`src/rtl/rv_pipe_pkg.sv`:
```
// Shared types for the RV32I pipeline hazard logic.
// REG_ADDR_W   : width of a register address (x0..x31)
// reg_addr_t   : register address type
// sb_entry_t   : one scoreboard slot {valid, rd}
// SB_EX/MEM/WB : slot index of each stage in the scoreboard array
package rv_pipe_pkg;
  localparam int REG_ADDR_W = 5;

  typedef logic [REG_ADDR_W-1:0] reg_addr_t;

  typedef struct packed {
    logic      valid;
    reg_addr_t rd;
  } sb_entry_t;

  localparam int SB_EX  = 0;
  localparam int SB_MEM = 1;
  localparam int SB_WB  = 2;
endpackage

```
`src/rtl/rv_sb_match.sv`:
```
// Compares one source register of the ID instruction against the three
// in-flight destination slots and flags a RAW hazard.
// i_rs     : source register address
// i_use    : ID instruction actually reads i_rs
// i_sb     : scoreboard slots, indexed by SB_EX/SB_MEM/SB_WB
// o_hazard : source depends on an unfinished write
module rv_sb_match
  import rv_pipe_pkg::*;
#(
  parameter bit WB_BYPASS = 1'b1
) (
  input  reg_addr_t       i_rs,
  input  logic            i_use,
  input  sb_entry_t [2:0] i_sb,
  output logic            o_hazard
);

  logic [2:0] w_match;

  // x0 is hardwired zero, so it can never depend on a writer.
  for (genvar s = 0; s < 3; s++) begin : g_cmp
    assign w_match[s] = i_sb[s].valid && (i_sb[s].rd == i_rs) && (i_rs != '0);
  end

  // With bypass the register file writes in the first half-cycle, so a
  // writer sitting in WB is already visible to the ID read.
  assign o_hazard = i_use && (w_match[SB_EX] || w_match[SB_MEM] ||
                              (!WB_BYPASS && w_match[SB_WB]));

endmodule

```
`src/rtl/rv_hazard_scoreboard.sv`:
```
// RAW hazard scoreboard for the 5-stage RV32I core. Tracks destination
// registers of writes in EX/MEM/WB, stalls ID on a dependency, drives the
// register file write port from the WB slot and counts stall cycles.
// clk, reset        : clock, synchronous active-high reset
// i_id_*            : instruction currently in ID
// i_flush           : taken branch/jump in EX kills the ID instruction
// o_stall           : hold PC and IF/ID, bubble into EX
// o_wb_rd / o_wb_we : register file write address / enable
// o_stall_cnt       : saturating stall-cycle counter
module rv_hazard_scoreboard
  import rv_pipe_pkg::*;
#(
  parameter bit WB_BYPASS = 1'b1,
  parameter int CNT_W     = 16
) (
  input  logic             clk,
  input  logic             reset,
  input  logic             i_id_valid,
  input  reg_addr_t        i_id_rs1,
  input  reg_addr_t        i_id_rs2,
  input  logic             i_id_use_rs1,
  input  logic             i_id_use_rs2,
  input  reg_addr_t        i_id_rd,
  input  logic             i_id_reg_write,
  input  logic             i_flush,
  output logic             o_stall,
  output reg_addr_t        o_wb_rd,
  output logic             o_wb_we,
  output logic [CNT_W-1:0] o_stall_cnt
);

  sb_entry_t [2:0]  r_sb;
  logic [CNT_W-1:0] r_stall_cnt;
  logic             w_haz_rs1;
  logic             w_haz_rs2;
  sb_entry_t        w_ex_in;

  rv_sb_match #(.WB_BYPASS(WB_BYPASS)) u_match_rs1 (
    .i_rs     (i_id_rs1),
    .i_use    (i_id_use_rs1),
    .i_sb     (r_sb),
    .o_hazard (w_haz_rs1)
  );

  rv_sb_match #(.WB_BYPASS(WB_BYPASS)) u_match_rs2 (
    .i_rs     (i_id_rs2),
    .i_use    (i_id_use_rs2),
    .i_sb     (r_sb),
    .o_hazard (w_haz_rs2)
  );

  // Flush wins over stall: a killed instruction never holds the pipe.
  assign o_stall = !reset && i_id_valid && !i_flush && (w_haz_rs1 || w_haz_rs2);

  // Entry entering EX: bubble unless a live instruction is accepted;
  // rd=0 writes are recorded as invalid so x0 is never tracked.
  always_comb begin
    w_ex_in = '0;
    if (i_id_valid && !o_stall && !i_flush) begin
      w_ex_in.valid = i_id_reg_write && (i_id_rd != '0);
      w_ex_in.rd    = i_id_rd;
    end
  end

  // EX->MEM->WB advances every cycle; only the EX input is gated.
  always_ff @(posedge clk) begin
    if (reset) begin
      r_sb <= '0;
    end else begin
      r_sb[SB_EX]  <= w_ex_in;
      r_sb[SB_MEM] <= r_sb[SB_EX];
      r_sb[SB_WB]  <= r_sb[SB_MEM];
    end
  end

  always_ff @(posedge clk) begin
    if (reset) begin
      r_stall_cnt <= '0;
    end else if (o_stall && (r_stall_cnt != '1)) begin
      r_stall_cnt <= r_stall_cnt + 1'b1;
    end
  end

  assign o_wb_we     = r_sb[SB_WB].valid;
  assign o_wb_rd     = r_sb[SB_WB].rd;
  assign o_stall_cnt = r_stall_cnt;

endmodule

```
`config.mk`:
```
export PLATFORM = sky130hd
export DESIGN_NAME = rv_hazard_scoreboard
export DESIGN_NICKNAME = d
export VERILOG_FILES = /design/src/rtl/rv_pipe_pkg.sv /design/src/rtl/rv_sb_match.sv /design/src/rtl/rv_hazard_scoreboard.sv
export SDC_FILE = /design/constraint.sdc
export NUM_CORES = 1
export LEC_CHECK = 0
export ABC_AREA = 1
export ABC_CLOCK_PERIOD_IN_PS = 4100
export CAP_MARGIN = 20
export CORE_MARGIN = 2
export CORE_UTILIZATION = 54
export CTS_BUF_LIST = sky130_fd_sc_hd__clkbuf_16
export CTS_CLUSTER_DIAMETER = 150
export DETAILED_ROUTE_END_ITERATION = 8
export GPL_ROUTABILITY_DRIVEN = 0
export GPL_TIMING_DRIVEN = 1
export PLACE_DENSITY_LB_ADDON = 0.05
export SYNTH_ARGS = -nofsm -noshare
export SYNTH_HDL_FRONTEND = slang
export SYNTH_HIERARCHICAL = 1
export SYNTH_SLANG_ARGS = --single-unit
```
`constraint.sdc`:
```
create_clock -name clk -period 4.1 [get_ports clk]
set_input_delay 0.82 -clock clk [delete_from_list [all_inputs] [get_ports clk]]
set_output_delay 0.82 -clock clk [all_outputs]
set_load 0.01 [all_outputs]
```
==> flow_summary_export.csv <==
group,metric,value,unit
detailed_routing,num_vias,2061,
global_route,grt-ovfl-total,0,
power_and_ir_drop,p_seq_share,45.3,%
global_route,grt_first_pass_wirelength,8030,um
critical_path,crit_path_max_incr_delay,0.56,ns
power_and_ir_drop,combinationalPowerShare,8.3,%
placement,post_dp_cell_area,2480,um2
timing,finalSetupViolCount,0,
outcome,status,"finished, final reports clean",
finish,antenna_cells,0,
finish,stdcell_area,2610,um2
synthesis,synth.ff_latch_count,34,
power_and_ir_drop,p_sw,161,uW
detailed_routing,ant_nets,0,
floorplan,io_pins,45,
synthesis,syn_nets,357,
placement,pre_cts_ws,0.400,ns
timing,slew_headroom,79.3,%
detailed_routing,avgRoutedWirePerCell,10.6,um
detailed_routing,wirelength,4510,um
timing,tightestPinTransition,0.310,ns
critical_path,crit_path_max_fanout,6,
global_route,grt_usage,23.9,%
timing,fmax,267,MHz
synthesis,ys_seq_area_share,33.5,%
clocking,post_cts_buffers,0,
timing,clock_skew,0.00143,ns
global_route,antenna_found_initial,0,
critical_path,slowest_stage,"clkdlybuf4s50_1",
clocking,cts_buffers,5,
synthesis,ys_async_sr_fraction,0,%
synthesis,yosysWarnings,6,
floorplan,dieArea,4270,um2
power_and_ir_drop,powerDensity,285,nW/um2
synthesis,synth_cell_types,26,
synthesis,syn_area_per_cell,6.08,um2
synthesis,synthTopCellsByCount,"88 x nand2_1, 65 x nor2_1, 60 x inv_1",
critical_path,reg2reg_depth,15,
power_and_ir_drop,p_clk_share,46.4,%
placement,dpl.cell_count,418,
floorplan,die_x,65.3,um
timing,fin_ws,0.348,ns
synthesis,synth_area,2030,um2
synthesis,synth_most_common_cell,"nand2_1",
critical_path,critical_path.endpoint_type,"output port",
clocking,cts.clk_slew.worst_paths,0.05,ns
floorplan,start_util,55.9,%
synthesis,synth_edf_count,0,
floorplan,dieHeight,65.3,um
floorplan,core,3630,um2
global_route,grt_pass1_vias,1909,
detailed_routing,viasPerCell,4.85,
critical_path,cp-start-kind,"input port",
detailed_routing,drc,0,
synthesis,synth_cells,334,
critical_path,crit_chain,"clkdlybuf4s50_1, inv_1, nand2_1, nand2_1, nor2_1, nand3_1, a21oi_1, inv_1, nand2_1, inv_1, nor2_4, clkdlybuf4s50_1",
power_and_ir_drop,p_leak,1.09,nW
critical_path,worstPathArrival,2.93,ns
timing,hold_viol,0,
detailed_routing,drt_iter0_drc,110,
clocking,worst_skew_pair.late_latency,0.27,ns
power_and_ir_drop,p_int,584,uW
synthesis,synth_top_flop_cell,"dfxtp_1",
synthesis,ys_top_cells_by_area,"dfxtp_1 34%, nand2_1 16%, nor2_1 12%",
global_route,grt_start_max_net_pins,17,
timing,fin_crit_sh,91.5,%
clocking,cts_tree,"built",
critical_path,worstSetupPathType,"in2out",
finish,nNetsFinal,400,
flow_run,cap_violations,0,
finish,final_cells,425,
power_and_ir_drop,power,745,uW
worst_hold_path,hold_depth,2,
synthesis,synth_top_area_share,33.5,%
clocking,cts-resized-gates,0,
timing,period_needed,3.75,ns
timing,rsz0062_at_grt,"no",
timing,fin_tns_setup,0,ns
clocking,cts.path.max_buffers,2,
clocking,ctsHoldBuffers,0,
worst_hold_path,hold_path.class,"reg2reg",
clocking,clock_sinks,34,
synthesis,yosysTopAreaCell,"dfxtp_1",
finish,utilization,71.9,%
floorplan,rows,22,
detailed_routing,first_pass_iters,4,
power_and_ir_drop,worst_ir_drop_vdd,0.231,mV
timing,whs,0.442,ns
timing,finalMaxSlewViolations,0,
clocking,htreeDepth,2,
finish,synthToLayoutAreaGrowth,28.6,%
placement,dp_hpwl,3380,um
clocking,cts_root_buf,"clkbuf_16",
power_and_ir_drop,switching_share,21.6,%
critical_path,cp.required,3.28,ns
placement,io_buffers,44,
finish,drive_above_1_share,8.75,%
==> cells by family after synthesis <==
group                      Yosys count  share of synthesized area (%)
AOI/OAI and AO/OA                   22                           5.61
adders and majority gates            1                          0.616
buffers and inverters               77                           15.8
DFF                                 34                           33.5
and+or+nand+nor                    200                           44.5
==> flip-flops by register name, indices dropped and copies added, names as in the netlist <==
signal       count
o_stall_cnt     16
r_sb            12
o_wb_rd          5
o_wb_we          1
==> path summary, 6_finish.rpt <==
check,slack [ns],to,startpoint
max,0.35,o_stall,i_id_rs1[1]
min,0.44,r_sb[9]$_SDFF_PP0_,r_sb[3]$_SDFF_PP0_
max reg2reg,2.10,o_stall_cnt[15]$_SDFFE_PP0P_,r_sb[9]$_SDFF_PP0_
min reg2reg,0.44,r_sb[9]$_SDFF_PP0_,r_sb[3]$_SDFF_PP0_
==> layer usage <==
layer | wire length, um | up-vias | track usage [%]
li1 | - | 1086 | -
met2 | 2010 | 53 | 38.8
met3 | 235 | 9 | 3.60
met1 | 2180 | 913 | 31.9
met5 | 0 | - | 0
met4 | 82 | 0 | 9.11
==> critical path, delay by kind of cell <==
| kind | cells | cell delay (ns) |
|---|---|---|
| AO/OA/AOI/OAI | 1 | 0.20 |
| buffers and inverters | 5 | 1.32 |
| AND/OR/NAND/NOR | 6 | 0.59 |
==> layout by cell type (no fill, tap or decap), types with 2 or more instances in the layout <==
master / synthesis / layout
nand2_1: 88 / 88
nor2_1: 65 / 65
inv_1: 60 / 60
clkdlybuf4s50_1: 0 / 44
dfxtp_1: 34 / 34
nand3_1: 18 / 18
a21oi_1: 13 / 13
nand4_1: 8 / 8
o21ai_0: 7 / 7
nand2_2: 6 / 6
inv_2: 6 / 6
nor2_4: 5 / 5
clkbuf_16: 0 / 5
clkinv_2: 2 / 4
nand3_2: 3 / 3
and2_1: 2 / 2
==> area by class of cell <==
| type | instances | area (um2) |
|---|---|---|
| flip-flops and latches | 34 | 681 |
| fillers | 334 | 1020 |
| multi-input cells | 223 | 1030 |
| inverters | 68 | 258 |
| well taps | 48 | 60.1 |
| clock inverters | 2 | 10.0 |
| clock buffers | 5 | 125 |
| repair buffers | 45 | 448 |
==> power groups by stage <==
stage	Combinational, mW	Clock, mW	Sequential [mW]
6_report	0.0617	0.345	0.338
5_1_grt	0.0698	0.367	0.337
4_1_cts	0.0615	0.353	0.337
3_5_place_dp	0.0613	0	0.344
3_3_place_gp	0.0602	0	0.344
2_1_floorplan	0.0311	0	0.343
Power figures use the tool's default switching activity.
